**src/rtl/st_packets_to_bytes_t2h.sv**
```systemverilog
// rtl/st_packets_to_bytes_t2h.sv - t2h Avalon-ST packet beats to escaped in-band byte stream.
// Each beat is held and emitted as [CHAN ch] [SOP] [EOP] data with escaping of 0x7A..0x7D.
module st_packets_to_bytes_t2h #(
    parameter int CHANNEL_WIDTH = 8
) (
    input  logic       clk,
    input  logic       reset,
    output logic       in_ready,
    input  logic       in_valid,
    input  logic [7:0] in_data,
    input  logic [7:0] in_channel,
    input  logic       in_startofpacket,
    input  logic       in_endofpacket,
    input  logic       out_ready,
    output logic       out_valid,
    output logic [7:0] out_data
);

    localparam logic [7:0] SOP_C  = 8'h7A;
    localparam logic [7:0] EOP_C  = 8'h7B;
    localparam logic [7:0] CHAN_C = 8'h7C;
    localparam logic [7:0] ESC_C  = 8'h7D;
    localparam logic [7:0] CHAN_MASK = 8'((9'h1 << CHANNEL_WIDTH) - 9'h1);

    typedef enum logic [2:0] {
        IDLE, CH_CHAR, CH_ESC, CH_BYTE, SOP_CHAR, EOP_CHAR, D_ESC, D_BYTE
    } state_e;

    state_e     state_q, state_d;
    logic [7:0] data_q, data_d;
    logic [7:0] chan_q, chan_d;
    logic       sop_q, sop_d;
    logic       eop_q, eop_d;
    logic       chan_sent_q, chan_sent_d;
    logic [7:0] last_chan_q, last_chan_d;
    logic       out_valid_q;
    logic [7:0] out_data_q, out_data_d;
    logic       consume;
    logic       accept;
    logic [7:0] chan_in;

    function automatic logic is_special(input logic [7:0] b);
        return (b >= SOP_C) && (b <= ESC_C);
    endfunction

    function automatic state_e data_state(input logic [7:0] d);
        return is_special(d) ? D_ESC : D_BYTE;
    endfunction

    // First state following the channel header (or the beat start if no header is needed).
    function automatic state_e after_chan(input logic s, input logic e, input logic [7:0] d);
        if (s)
            return SOP_CHAR;
        else if (e)
            return EOP_CHAR;
        return data_state(d);
    endfunction

    assign consume   = (state_q != IDLE) && out_ready;
    assign in_ready  = (state_q == IDLE) || ((state_q == D_BYTE) && out_ready);
    assign accept    = in_valid && in_ready;
    assign chan_in   = in_channel & CHAN_MASK;
    assign out_valid = out_valid_q;
    assign out_data  = out_data_q;

    always_comb begin
        state_d     = state_q;
        data_d      = data_q;
        chan_d      = chan_q;
        sop_d       = sop_q;
        eop_d       = eop_q;
        chan_sent_d = chan_sent_q;
        last_chan_d = last_chan_q;

        if (consume) begin
            case (state_q)
                CH_CHAR:  state_d = is_special(chan_q) ? CH_ESC : CH_BYTE;
                CH_ESC:   state_d = CH_BYTE;
                CH_BYTE: begin
                    state_d     = after_chan(sop_q, eop_q, data_q);
                    chan_sent_d = 1'b1;
                    last_chan_d = chan_q;
                end
                SOP_CHAR: state_d = eop_q ? EOP_CHAR : data_state(data_q);
                EOP_CHAR: state_d = data_state(data_q);
                D_ESC:    state_d = D_BYTE;
                D_BYTE:   state_d = IDLE;
                default:  state_d = IDLE;
            endcase
        end

        // Channel state is already settled here: a held beat's CH_BYTE precedes its D_BYTE.
        if (accept) begin
            data_d = in_data;
            chan_d = chan_in;
            sop_d  = in_startofpacket;
            eop_d  = in_endofpacket;
            if (!chan_sent_q || (chan_in != last_chan_q))
                state_d = CH_CHAR;
            else
                state_d = after_chan(in_startofpacket, in_endofpacket, in_data);
        end

        out_data_d = 8'h00;
        case (state_d)
            CH_CHAR:  out_data_d = CHAN_C;
            CH_ESC:   out_data_d = ESC_C;
            CH_BYTE:  out_data_d = is_special(chan_d) ? (chan_d ^ 8'h20) : chan_d;
            SOP_CHAR: out_data_d = SOP_C;
            EOP_CHAR: out_data_d = EOP_C;
            D_ESC:    out_data_d = ESC_C;
            D_BYTE:   out_data_d = is_special(data_d) ? (data_d ^ 8'h20) : data_d;
            default:  out_data_d = 8'h00;
        endcase
    end

    always_ff @(posedge clk or posedge reset) begin
        if (reset) begin
            state_q     <= IDLE;
            data_q      <= 8'h00;
            chan_q      <= 8'h00;
            sop_q       <= 1'b0;
            eop_q       <= 1'b0;
            chan_sent_q <= 1'b0;
            last_chan_q <= 8'h00;
            out_valid_q <= 1'b0;
            out_data_q  <= 8'h00;
        end else begin
            state_q     <= state_d;
            data_q      <= data_d;
            chan_q      <= chan_d;
            sop_q       <= sop_d;
            eop_q       <= eop_d;
            chan_sent_q <= chan_sent_d;
            last_chan_q <= last_chan_d;
            out_valid_q <= (state_d != IDLE);
            out_data_q  <= out_data_d;
        end
    end

endmodule

```
**config.mk**
```make
export PLATFORM = sky130hd
export DESIGN_NAME = st_packets_to_bytes_t2h
export DESIGN_NICKNAME = d
export VERILOG_FILES = /design/src/rtl/st_packets_to_bytes_t2h.sv
export SDC_FILE = /design/constraint.sdc
export NUM_CORES = 1
export LEC_CHECK = 0
export BUFFER_PORTS_ARGS = -buffer_cell sky130_fd_sc_hd__buf_2
export CORE_UTILIZATION = 30
export CTS_CLUSTER_SIZE = 10
export DETAILED_ROUTE_END_ITERATION = 10
export GPL_TIMING_DRIVEN = 0
export PLACE_DENSITY = 0.49
export SYNTH_ARGS = -nofsm -noshare
export SYNTH_HDL_FRONTEND = slang
export SYNTH_SLANG_ARGS = --single-unit
```
**constraint.sdc**
```tcl
create_clock -name clk -period 2.52 [get_ports clk]
set_clock_uncertainty 0.1 [all_clocks]
set_input_delay 0.504 -clock clk [delete_from_list [all_inputs] [get_ports clk]]
set_output_delay 0.504 -clock clk [all_outputs]
set_load 0.02 [all_outputs]
```
==> impl_metrics.tcl <==
set metrics [dict create \
    p_leak_nw 0.995 \
    ios 32 \
    grt_pass1_wl_um 7160 \
    via_per_inst 4.95 \
    synth_area_per_cell_um2 12.1 \
    cp_max_fo 10 \
    final_util_pct 36.2 \
    synth_largest_type_area_fraction_pct 49.1 \
    slew-limit-headroom_pct 45.2 \
    powerDensity_nw_per_um2 1300 \
    cp-start-kind "register" \
    drv_cap 0 \
    synth_cells 164 \
    yosys_warnings 0 \
    path_class "reg2reg" \
    nets 224 \
    vdd_drop_max_mv 0.557 \
    design_area_um2 2310 \
    pre_cts_slack_ps 69.5 \
    final_common_cell "dfrtp_1" \
    setup_tns_ps 0 \
    fp-row-count 29 \
    clk_latency_ps 280 \
    detail_route.wl_per_cell_um 15.6 \
    finalCritPeriodShare_pct 91.9 \
    ys_ff_latch 39 \
    drc 0 \
    post_cts_buffers 0 \
    finalHoldViolations 0 \
    start_util_pct 31.2 \
    core_um2 6390 \
    nFillCells 660 \
    place_area_um2 2240 \
    routed_wl_um 4340 \
    die-area_um2 6960 \
    endpoint_kind "register" \
    die_h_um 83.4 \
    cts-resized-gates 0 \
    yosysUniqueCellTypes 47 \
    htree_levels 2 \
    mostFrequentLayoutCells "dfrtp_1 (39), buf_2 (32), mux2_2 (22)" \
    synth_area_leaders "dfrtp_1 (49%), mux2_2 (12%), xnor2_1 (4.4%), buf_6 (2.3%), mux2i_1 (2.0%)" \
    path_clk_slew_ps 70 \
    die_x_um 83.4 \
    rsz0062_at_grt "no" \
    cp.required_ps 2570 \
    cts_hold_buf 0 \
    fmax_mhz 432 \
    cts-root-buf "clkbuf_8" \
    synth_area_um2 1990 \
    vias 1376 \
    period_minus_slack_ps 2310 \
    clock-sinks 39 \
    yosysTopAreaCell "dfrtp_1" \
    hp-class "in2async" \
    diodes 0 \
    dp_hpwl_um 3210 \
    drt-initial-drc-count 70 \
    place.gp.congestion 0.744 \
    tightest_slew_ps 820 \
    ys.flop_type "dfrtp_1" \
    grt_max_degree 40 \
    yosysSeqAreaShare_pct 49.1 \
    overflow 0 \
    grt_pass1_vias 1386 \
    globalRouteTotalUtil_pct 13.4 \
    finalSetupViolCount 0 \
    drive_above_1_share_pct 38.3 \
    area_growth_pct 16.3 \
    fin_ws_ps 205 \
    cts_max_path_buffers 2 \
    outcome "finished, final reports clean" \
    syn_nets 186 \
    crit_arrival_ps 2360 \
    antenna_left 0 \
    cts_buffers 5 \
    finalMaxSlewViolations 0 \
    cts_tree "yes" \
    drt-pass1-iter-count 4 \
    numPortBuffers 31 \
    ys_async_sr_fraction_pct 100 \
    synth_edf_count 0 \
    antenna_found_initial 0 \
]
-- flip-flops by register name (all words and copies together), names as in the netlist --
name,count
eop_q,1
last_chan_q,8
out_valid,1
chan_q,8
out_data,8
sop_q,1
state_q,3
chan_sent_q,1
data_q,8
-- logic make-up after synthesis --
group           after synthesis  share of synthesized area (%)
compound gates               35                           13.5
flops                        39                           49.1
mux                          29                           16.4
xor+xnor                     12                           5.28
simple gates                 33                           11.2
buf+inv                      16                           4.59
-- final cells by class --
| cell class | count | area [um^2] | share of cell area [%] |
|---|---|---|---|
| Clock buffer | 6 | 72.6 | 3.14 |
| Multi-Input combinational cell | 109 | 922 | 39.9 |
| Inverter | 9 | 33.8 | 1.46 |
| Sequential cell | 39 | 976 | 42.2 |
| Tap cell | 77 | 96.3 | 4.16 |
| Buffer | 7 | 57.6 | 2.49 |
| Timing Repair Buffer | 31 | 155 | 6.71 |
-- through the flow --
stage                     hold slack, ps  std cells  total power (W)
after floorplan                      334        164          0.00227
after global placement               358        272          0.00264
after detailed placement             359        272          0.00264
after CTS                            306        278          0.00304
after global routing                 353        278          0.00323
final                                281        278          0.00300
-- per-layer routing --
layer / global-route usage (%) / routed length (um) / vias to the layer above / share of wire (%)
met5: 0 / 0 / - / 0
met4: 5.55 / 79 / 0 / 1.8
met3: 3.08 / 174 / 6 / 4.0
met2: 21.2 / 2020 / 22 / 47
met1: 17.7 / 2060 / 683 / 47
li1: - / - / 665 / -
-- worst paths after layout --
check	from	to	slack (ps)	cells after the start
min	reset	chan_q[0]	280	2
min in group clk	chan_sent_q	chan_sent_q	370	1
max in group asynchronous	reset	out_data[0]	1520	2
max	state_q[1]	out_data[0]	210	7
min reg2reg	chan_sent_q	chan_sent_q	370	1
max reg2reg	state_q[1]	out_data[0]	210	7
-- cells in the mapped netlist (2+ instances only) --
library cell / count
nand4_1: 2
nor2_1: 6
nand3_1: 3
nor3_1: 3
o21ai_0: 8
and3_1: 2
o21ai_4: 2
a22oi_1: 3
o21ai_1: 2
a21boi_1: 3
o22ai_1: 2
a21oi_1: 4
inv_1: 8
o31ai_1: 2
dfrtp_1: 39
nand4b_1: 2
mux2i_1: 4
mux2_1: 2
nor4_1: 2
clkbuf_1: 2
buf_6: 4
nand2_1: 3
xnor2_1: 10
xor2_1: 2
mux2_2: 22
-- report_power, final --
part / leakage, nW / switching (W) / internal (W) / total [W]
logic: 0.502 / 0.000818 / 0.000697 / 0.00152
registers: 0.455 / 0.000168 / 0.000935 / 0.00110
clock network: 0.0371 / 0.000194 / 0.000184 / 0.000379
-- worst max-delay path, stage by stage, from the launching register on --
cell	delay (ps)
dfrtp_1	370
buf_6	140
and4_4	210
o21ai_4	310
buf_2	340
mux2_2	400
a22oi_1	190
o22ai_1	120
(Power assumes the default switching activity.)
